<file path="src/rtl/markov_pkg.sv">
// Shared definitions for the Markov transition learner: FSM state encoding,
// the table entry layout and the index-width helper.
package markov_pkg;

    typedef enum logic [2:0] {
        INIT     = 3'd0,
        WAIT_SYM = 3'd1,
        CHECK    = 3'd2,
        INCR     = 3'd3,
        ADD      = 3'd4,
        FINISH   = 3'd5
    } state_e;

    // Entry layout at the default widths; markov_table re-declares the same
    // three fields at its own parameter widths.
    localparam int DEF_SYM_W   = 8;
    localparam int DEF_COUNT_W = 8;

    typedef struct packed {
        logic [DEF_SYM_W-1:0]   prev;
        logic [DEF_SYM_W-1:0]   next;
        logic [DEF_COUNT_W-1:0] count;
    } entry_t;

    function automatic int idx_w(input int depth);
        return (depth <= 2) ? 1 : $clog2(depth);
    endfunction

endpackage

</file>
<file path="src/rtl/markov_transition_learner_if.sv">
// Symbol stream and table read port of the Markov transition learner.
// Handshake: a symbol transfers on a rising edge where sym_valid && sym_ready;
// sym_data/sym_last are held stable while sym_valid waits for sym_ready.
interface markov_transition_learner_if import markov_pkg::*; #(
    parameter int SYM_W   = 8,
    parameter int DEPTH   = 16,
    parameter int COUNT_W = 8
);
    localparam int IDX_W = idx_w(DEPTH);

    logic               sym_valid;
    logic               sym_ready;
    logic [SYM_W-1:0]   sym_data;
    logic               sym_last;

    logic               rd_en;
    logic [IDX_W-1:0]   rd_idx;
    logic               rd_valid;
    logic [SYM_W-1:0]   rd_prev;
    logic [SYM_W-1:0]   rd_next;
    logic [COUNT_W-1:0] rd_count;

    modport master (
        output sym_valid, sym_data, sym_last, rd_en, rd_idx,
        input  sym_ready, rd_valid, rd_prev, rd_next, rd_count
    );

    modport slave (
        input  sym_valid, sym_data, sym_last, rd_en, rd_idx,
        output sym_ready, rd_valid, rd_prev, rd_next, rd_count
    );

endinterface

</file>
<file path="src/rtl/markov_table.sv">
// DEPTH-entry transition table: one write port, a combinational compare port
// used while searching, and a registered read port gated by the entry count.
module markov_table #(
    parameter int SYM_W   = 8,
    parameter int DEPTH   = 16,
    parameter int COUNT_W = 8,
    parameter int IDX_W   = 4
) (
    input  logic               clk,
    input  logic               reset,
    input  logic               wr_en,
    input  logic [IDX_W-1:0]   wr_idx,
    input  logic [SYM_W-1:0]   wr_prev,
    input  logic [SYM_W-1:0]   wr_next,
    input  logic [COUNT_W-1:0] wr_count,
    input  logic [IDX_W-1:0]   cmp_idx,
    output logic [SYM_W-1:0]   cmp_prev,
    output logic [SYM_W-1:0]   cmp_next,
    output logic [COUNT_W-1:0] cmp_count,
    input  logic [IDX_W:0]     entries,
    input  logic               rd_en,
    input  logic [IDX_W-1:0]   rd_idx,
    output logic               rd_valid,
    output logic [SYM_W-1:0]   rd_prev,
    output logic [SYM_W-1:0]   rd_next,
    output logic [COUNT_W-1:0] rd_count
);

    typedef struct packed {
        logic [SYM_W-1:0]   prev;
        logic [SYM_W-1:0]   next;
        logic [COUNT_W-1:0] count;
    } entry_t;

    entry_t mem_q [DEPTH];
    entry_t mem_d [DEPTH];
    entry_t rd_q, rd_d;
    logic   rd_valid_q, rd_valid_d;

    always_comb begin
        mem_d = mem_q;
        if (wr_en) begin
            mem_d[wr_idx] = '{prev: wr_prev, next: wr_next, count: wr_count};
        end
    end

    // Reads sample mem_q, so a same-cycle write to the same index is not yet visible.
    always_comb begin
        rd_valid_d = rd_en;
        rd_d       = rd_q;
        if (rd_en) begin
            rd_d = ({1'b0, rd_idx} < entries) ? mem_q[rd_idx] : '0;
        end
    end

    always_ff @(posedge clk or negedge reset) begin
        if (!reset) begin
            for (int k = 0; k < DEPTH; k++) begin
                mem_q[k] <= '0;
            end
            rd_q       <= '0;
            rd_valid_q <= 1'b0;
        end else begin
            mem_q      <= mem_d;
            rd_q       <= rd_d;
            rd_valid_q <= rd_valid_d;
        end
    end

    assign cmp_prev  = mem_q[cmp_idx].prev;
    assign cmp_next  = mem_q[cmp_idx].next;
    assign cmp_count = mem_q[cmp_idx].count;
    assign rd_valid  = rd_valid_q;
    assign rd_prev   = rd_q.prev;
    assign rd_next   = rd_q.next;
    assign rd_count  = rd_q.count;

endmodule

</file>
<file path="src/rtl/markov_transition_learner.sv">
// First-order Markov transition learner: searches the table per symbol pair and
// increments or appends. Define MARKOV_SATURATE_EN to saturate counts instead of wrapping.
module markov_transition_learner import markov_pkg::*; #(
    parameter  int SYM_W   = 8,
    parameter  int DEPTH   = 16,
    parameter  int COUNT_W = 8,
    localparam int IDX_W   = idx_w(DEPTH)
) (
    input  logic                              clk,
    input  logic                              reset,
    input  logic                              start,
    markov_transition_learner_if.slave        bus,
    output logic [IDX_W:0]                    entries,
    output logic                              overflow,
    output logic                              done,
    output state_e                            dbg_state
);

    localparam int ENT_W = IDX_W + 1;

    state_e             state_q, state_d;
    logic [ENT_W-1:0]   entries_q, entries_d;
    logic               has_prev_q, has_prev_d;
    logic               overflow_q, overflow_d;
    logic               last_seen_q, last_seen_d;
    logic [SYM_W-1:0]   prev_q, prev_d;
    logic [SYM_W-1:0]   cur_q, cur_d;
    logic [IDX_W-1:0]   i_q, i_d;

    logic               wr_en;
    logic [IDX_W-1:0]   wr_idx;
    logic [COUNT_W-1:0] wr_count;
    logic [SYM_W-1:0]   cmp_prev, cmp_next;
    logic [COUNT_W-1:0] cmp_count;
    logic               match;
    logic               at_last_entry;

    function automatic logic [COUNT_W-1:0] count_inc(input logic [COUNT_W-1:0] c);
`ifdef MARKOV_SATURATE_EN
        return (c == '1) ? c : c + COUNT_W'(1);
`else
        return c + COUNT_W'(1);
`endif
    endfunction

    assign match         = (cmp_prev == prev_q) && (cmp_next == cur_q);
    assign at_last_entry = ({1'b0, i_q} == (entries_q - ENT_W'(1)));

    always_comb begin
        state_d     = state_q;
        entries_d   = entries_q;
        has_prev_d  = has_prev_q;
        overflow_d  = overflow_q;
        last_seen_d = last_seen_q;
        prev_d      = prev_q;
        cur_d       = cur_q;
        i_d         = i_q;
        wr_en       = 1'b0;
        wr_idx      = i_q;
        wr_count    = count_inc(cmp_count);

        case (state_q)
            INIT: begin
                entries_d  = '0;
                has_prev_d = 1'b0;
                overflow_d = 1'b0;
                state_d    = WAIT_SYM;
            end
            WAIT_SYM: begin
                if (bus.sym_valid) begin
                    last_seen_d = bus.sym_last;
                    if (!has_prev_q) begin
                        prev_d     = bus.sym_data;
                        has_prev_d = 1'b1;
                        state_d    = bus.sym_last ? FINISH : WAIT_SYM;
                    end else begin
                        cur_d   = bus.sym_data;
                        i_d     = '0;
                        state_d = (entries_q == '0) ? ADD : CHECK;
                    end
                end
            end
            CHECK: begin
                if (match) begin
                    state_d = INCR;
                end else if (at_last_entry) begin
                    state_d = ADD;
                end else begin
                    i_d = i_q + IDX_W'(1);
                end
            end
            INCR: begin
                wr_en   = 1'b1;
                prev_d  = cur_q;
                state_d = last_seen_q ? FINISH : WAIT_SYM;
            end
            ADD: begin
                // A full table drops the new pair but the chain still advances.
                if (entries_q < ENT_W'(DEPTH)) begin
                    wr_en     = 1'b1;
                    wr_idx    = entries_q[IDX_W-1:0];
                    wr_count  = COUNT_W'(1);
                    entries_d = entries_q + ENT_W'(1);
                end else begin
                    overflow_d = 1'b1;
                end
                prev_d  = cur_q;
                state_d = last_seen_q ? FINISH : WAIT_SYM;
            end
            FINISH: begin
                if (start) begin
                    state_d = INIT;
                end
            end
            default: state_d = INIT;
        endcase
    end

    always_ff @(posedge clk or negedge reset) begin
        if (!reset) begin
            state_q     <= INIT;
            entries_q   <= '0;
            has_prev_q  <= 1'b0;
            overflow_q  <= 1'b0;
            last_seen_q <= 1'b0;
            prev_q      <= '0;
            cur_q       <= '0;
            i_q         <= '0;
        end else begin
            state_q     <= state_d;
            entries_q   <= entries_d;
            has_prev_q  <= has_prev_d;
            overflow_q  <= overflow_d;
            last_seen_q <= last_seen_d;
            prev_q      <= prev_d;
            cur_q       <= cur_d;
            i_q         <= i_d;
        end
    end

    markov_table #(
        .SYM_W   (SYM_W),
        .DEPTH   (DEPTH),
        .COUNT_W (COUNT_W),
        .IDX_W   (IDX_W)
    ) u_table (
        .clk       (clk),
        .reset     (reset),
        .wr_en     (wr_en),
        .wr_idx    (wr_idx),
        .wr_prev   (prev_q),
        .wr_next   (cur_q),
        .wr_count  (wr_count),
        .cmp_idx   (i_q),
        .cmp_prev  (cmp_prev),
        .cmp_next  (cmp_next),
        .cmp_count (cmp_count),
        .entries   (entries_q),
        .rd_en     (bus.rd_en),
        .rd_idx    (bus.rd_idx),
        .rd_valid  (bus.rd_valid),
        .rd_prev   (bus.rd_prev),
        .rd_next   (bus.rd_next),
        .rd_count  (bus.rd_count)
    );

    assign bus.sym_ready = (state_q == WAIT_SYM);
    assign done          = (state_q == FINISH);
    assign entries       = entries_q;
    assign overflow      = overflow_q;
    assign dbg_state     = state_q;

endmodule

</file>
<file path="src/flat_wrapper.sv">
// flat-port wrapper written by rule: the top's interface ports become plain ports
module markov_transition_learner_flat import markov_pkg::*;
#(
    parameter  int SYM_W   = 8,
    parameter  int DEPTH   = 16,
    parameter  int COUNT_W = 8,
    localparam int IDX_W   = idx_w(DEPTH)
)
  (clk, reset, start, entries, overflow, done, dbg_state, bus_sym_valid, bus_sym_data, bus_sym_last, bus_rd_en, bus_rd_idx, bus_sym_ready, bus_rd_valid, bus_rd_prev, bus_rd_next, bus_rd_count);
  markov_transition_learner_if #(.SYM_W(SYM_W), .DEPTH(DEPTH), .COUNT_W(COUNT_W)) bus_i ();
  input  logic clk;
  input  logic reset;
  input  logic start;
  output logic [IDX_W:0] entries;
  output logic overflow;
  output logic done;
  output state_e dbg_state;
  input wire logic [$bits(bus_i.sym_valid)-1:0] bus_sym_valid;
  input wire logic [$bits(bus_i.sym_data)-1:0] bus_sym_data;
  input wire logic [$bits(bus_i.sym_last)-1:0] bus_sym_last;
  input wire logic [$bits(bus_i.rd_en)-1:0] bus_rd_en;
  input wire logic [$bits(bus_i.rd_idx)-1:0] bus_rd_idx;
  output wire logic [$bits(bus_i.sym_ready)-1:0] bus_sym_ready;
  output wire logic [$bits(bus_i.rd_valid)-1:0] bus_rd_valid;
  output wire logic [$bits(bus_i.rd_prev)-1:0] bus_rd_prev;
  output wire logic [$bits(bus_i.rd_next)-1:0] bus_rd_next;
  output wire logic [$bits(bus_i.rd_count)-1:0] bus_rd_count;
  assign bus_i.sym_valid = bus_sym_valid;
  assign bus_i.sym_data = bus_sym_data;
  assign bus_i.sym_last = bus_sym_last;
  assign bus_i.rd_en = bus_rd_en;
  assign bus_i.rd_idx = bus_rd_idx;
  assign bus_sym_ready = bus_i.sym_ready;
  assign bus_rd_valid = bus_i.rd_valid;
  assign bus_rd_prev = bus_i.rd_prev;
  assign bus_rd_next = bus_i.rd_next;
  assign bus_rd_count = bus_i.rd_count;
  markov_transition_learner #(.SYM_W(SYM_W), .DEPTH(DEPTH), .COUNT_W(COUNT_W)) u_core (.clk(clk), .reset(reset), .start(start), .bus(bus_i), .entries(entries), .overflow(overflow), .done(done), .dbg_state(dbg_state));
endmodule
</file>
<file path="config.mk">
export PLATFORM = sky130hd
export DESIGN_NAME = markov_transition_learner_flat
export DESIGN_NICKNAME = d
export VERILOG_FILES = /design/src/rtl/markov_pkg.sv /design/src/rtl/markov_transition_learner_if.sv /design/src/rtl/markov_table.sv /design/src/rtl/markov_transition_learner.sv /design/src/flat_wrapper.sv
export SDC_FILE = /design/constraint.sdc
export NUM_CORES = 1
export LEC_CHECK = 0
export ABC_CLOCK_PERIOD_IN_PS = 4770
export CAP_MARGIN = 0
export CORE_MARGIN = 2
export CORE_UTILIZATION = 54
export CTS_BUF_LIST = sky130_fd_sc_hd__clkbuf_2 sky130_fd_sc_hd__clkbuf_4 sky130_fd_sc_hd__clkbuf_8
export DETAILED_ROUTE_END_ITERATION = 12
export PLACE_DENSITY = 0.71
export SLEW_MARGIN = 20
export SYNTH_ARGS = -nofsm -noshare
export SYNTH_HDL_FRONTEND = slang
export SYNTH_SLANG_ARGS = --single-unit
</file>
<file path="constraint.sdc">
create_clock -name clk -period 4.77 [get_ports clk]
set_input_delay 0.954 -clock clk [delete_from_list [all_inputs] [get_ports clk]]
set_output_delay 0.954 -clock clk [all_outputs]
set_load 0.005 [all_outputs]
</file>
==> impl_metrics.tcl <==
set metrics [dict create \
    synth.avg_cell_area_um2 11.9 \
    synthCells 1978 \
    n_antenna_cell 0 \
    clock.fmax_mhz 254 \
    synth_nets 2003 \
    dr.first_iter.drc_count 1847 \
    clk_pin_slew_ns 0.06 \
    finalSetupTns_ns 0 \
    hold_viol_final 0 \
    setup_viol 0 \
    hold_buffers 0 \
    rsz0062_at_grt "no" \
    status "finished clean" \
    grt_start_max_net_pins 107 \
    ios 54 \
    vdd_drop_max_mv 0.373 \
    cp_slowest_cell "o32ai_1" \
    period_needed_ns 3.94 \
    grt_pass1_wl_um 104000 \
    skew_ns 0.0388 \
    synth_area_leaders "dfrtp_1, mux4_2, nand2_1" \
    path_buf_inv 2 \
    final_antenna_net_count 0 \
    core_area_mm2 0.0430 \
    die_area_mm2 0.0452 \
    hpwl_um 41000 \
    routed_wl_um 67800 \
    hp-class "input pin to asynchronous set/reset pin" \
    antenna_found_initial 1 \
    cts_resized 0 \
    synthDistinctLibCells 57 \
    cts_root_buf "clkbuf_8" \
    end_kind "flip-flop" \
    crit_chain "nor4b_4, buf_4, o21ai_0, o32ai_1, nand2_1, buf_12, o31ai_1" \
    synth_seq_area_share_pct 46.8 \
    crit_arrival_ns 4.48 \
    cts_buffers 78 \
    grt_use_total_pct 31.2 \
    yosysTopAreaCell "dfrtp_1" \
    cts_buffer_depth 3 \
    synth_edf_count 0 \
    finalCritPeriodShare_pct 82.6 \
    grt_pass1_vias 17200 \
    synth_seq_cells 440 \
    numPortBuffers 53 \
    viasPerCell 6.39 \
    gp_congestion 0.861 \
    worst_pin_slew_ns 1.02 \
    synth_top_cell_area_share_pct 46.8 \
    place_ws_ns 0.931 \
    stdcell_count 2630 \
    placed_cells 2492 \
    crit_path_max_incr_delay_ns 0.74 \
    report.final.slew_viol_count 0 \
    cts_sinks 440 \
    final_cell_mix "nand2_1, dfrtp_1, mux4_2, mux2_2, clkbuf_8" \
    postLayoutSetupSlackWorst_ns 0.829 \
    path_class "flip-flop to flip-flop" \
    start_util_pct 54.7 \
    fin_nets 2012 \
    worstPathMaxFanout 45 \
    start_kind "flip-flop" \
    path_delay_family "compound AO/OA/AOI/OAI gates" \
    layout-drive-gt1-share_pct 29.0 \
    drc 0 \
    ys.flop_type "dfrtp_1" \
    maxCapViolations 0 \
    clkLatencyLatePin_ns 0.67 \
    die_w_um 213 \
    row_count 76 \
    overflow 0 \
    yosysWarnings 0 \
    cts_max_level 3 \
    die_h_um 213 \
    fillers 3359 \
    cts_tree "built" \
    critPathRequiredTime_ns 5.31 \
    wl_per_cell_um 25.8 \
    syn_area_mm2 0.0235 \
    layout_commonest_cell "nand2_1" \
    vias 16800 \
    p_per_area_mw_per_mm2 440 \
    synthArstFlopShare_pct 100 \
    p_leak_nw 11.9 \
    max_slew_margin_pct 31.5 \
    dr.pass1.iters 6 \
    syn_to_final_growth_pct 11.7 \
    cts_setup_buffers 0 \
]
[registers in the layout, summed over array words and instances (netlist names)]
register                 flops
u_core.cur_q                 8
u_core.dbg_state             3
u_core.entries               5
u_core.has_prev_q            1
u_core.i_q                   4
u_core.last_seen_q           1
u_core.overflow              1
u_core.prev_q                8
u_core.u_table.mem_q       384
u_core.u_table.rd_count      8
u_core.u_table.rd_next       8
u_core.u_table.rd_prev       8
u_core.u_table.rd_valid      1
[area by class of cell]
type,count,area (µm²),area share [%]
Multi-Input combinational cell,1307,11600,44.0
Clock buffer,123,1570,5.97
Timing Repair Buffer,101,1010,3.85
Sequential cell,440,11000,42.0
Tap cell,585,732,2.79
Clock inverter,15,150,0.572
Inverter,59,221,0.843
[report_power, final]
part | switching [mW] | internal, mW
logic | 1.48 | 1.26
registers | 0.834 | 4.15
clock network | 1.62 | 2.20
[per-stage QoR]
stage	hold WS, ns	instance area (µm²)	total power [mW]	util, %
CTS	0.314	26300	11.5	61.1
global placement	0.472	24500	7.64	57.1
floorplan	0.454	23500	6.82	-
finish	0.310	26300	11.5	61.1
global route	0.348	26300	12.1	61.1
detailed placement	0.479	24500	7.72	57.1
[synthesized netlist by cell type (all sizes together) (2+ instances only)]
cell type	instances
a211o	2
a21o	3
a21oi	15
a221oi	2
a22o	2
a31oi	3
and2	9
buf	53
clkbuf	119
dfrtp	440
ha	7
inv	59
mux2	170
mux2i	45
mux4	219
nand2	563
nand2b	3
nand3	12
nand3b	2
nand4	3
nor2	36
nor2b	2
nor3	5
nor3b	2
nor4	5
nor4b	2
o211ai	3
o21a	2
o21ai	59
o22ai	28
o31ai	37
or4	4
xnor2	25
xor2	27
[cells by family (layout without fill, tap and decap cells)]
logic type	count (synthesis)	in the layout	share of synthesized area, %
simple gates	652	652	11.1
flops	440	440	46.8
mux	434	434	31.2
buf+inv	231	298	4.18
compound gates	162	162	4.33
xor+xnor	52	52	2.00
fa+ha+maj	7	7	0.373
[per-layer routing]
metal	vias up	global-route usage, %	wire (µm)
met2	902	48.5	32000
li1	7044	-	-
met1	8672	41.6	26500
met3	196	8.63	6620
met5	-	0	0
met4	0	13.5	2670
[path summary, 6_finish.rpt]
path                       cells past startpoint                         end  slack (ns)                 startpoint
setup / recovery                               7   u_core.u_table.mem_q[319]        0.83        u_core.dbg_state[2]
hold / removal                                 1  u_core.u_table.rd_count[5]        0.31                      reset
setup reg to reg                               7   u_core.u_table.mem_q[319]        0.83        u_core.dbg_state[2]
hold reg to reg                                2   u_core.u_table.mem_q[194]        0.49  u_core.u_table.mem_q[194]
max in group asynchronous                      2   u_core.u_table.mem_q[357]        3.33                      reset
min in group clk                               2   u_core.u_table.mem_q[194]        0.49  u_core.u_table.mem_q[194]
[worst register-to-register path: cells and delay by family (launching register included)]
family                 cells  cell delay (ns)
AOI/OAI and AO/OA          3             1.30
and+or+nand+nor            2             1.02
buffers and inverters      2             0.88
DFF                        1             0.62
Note: power is estimated with default switching activity, not from simulation.
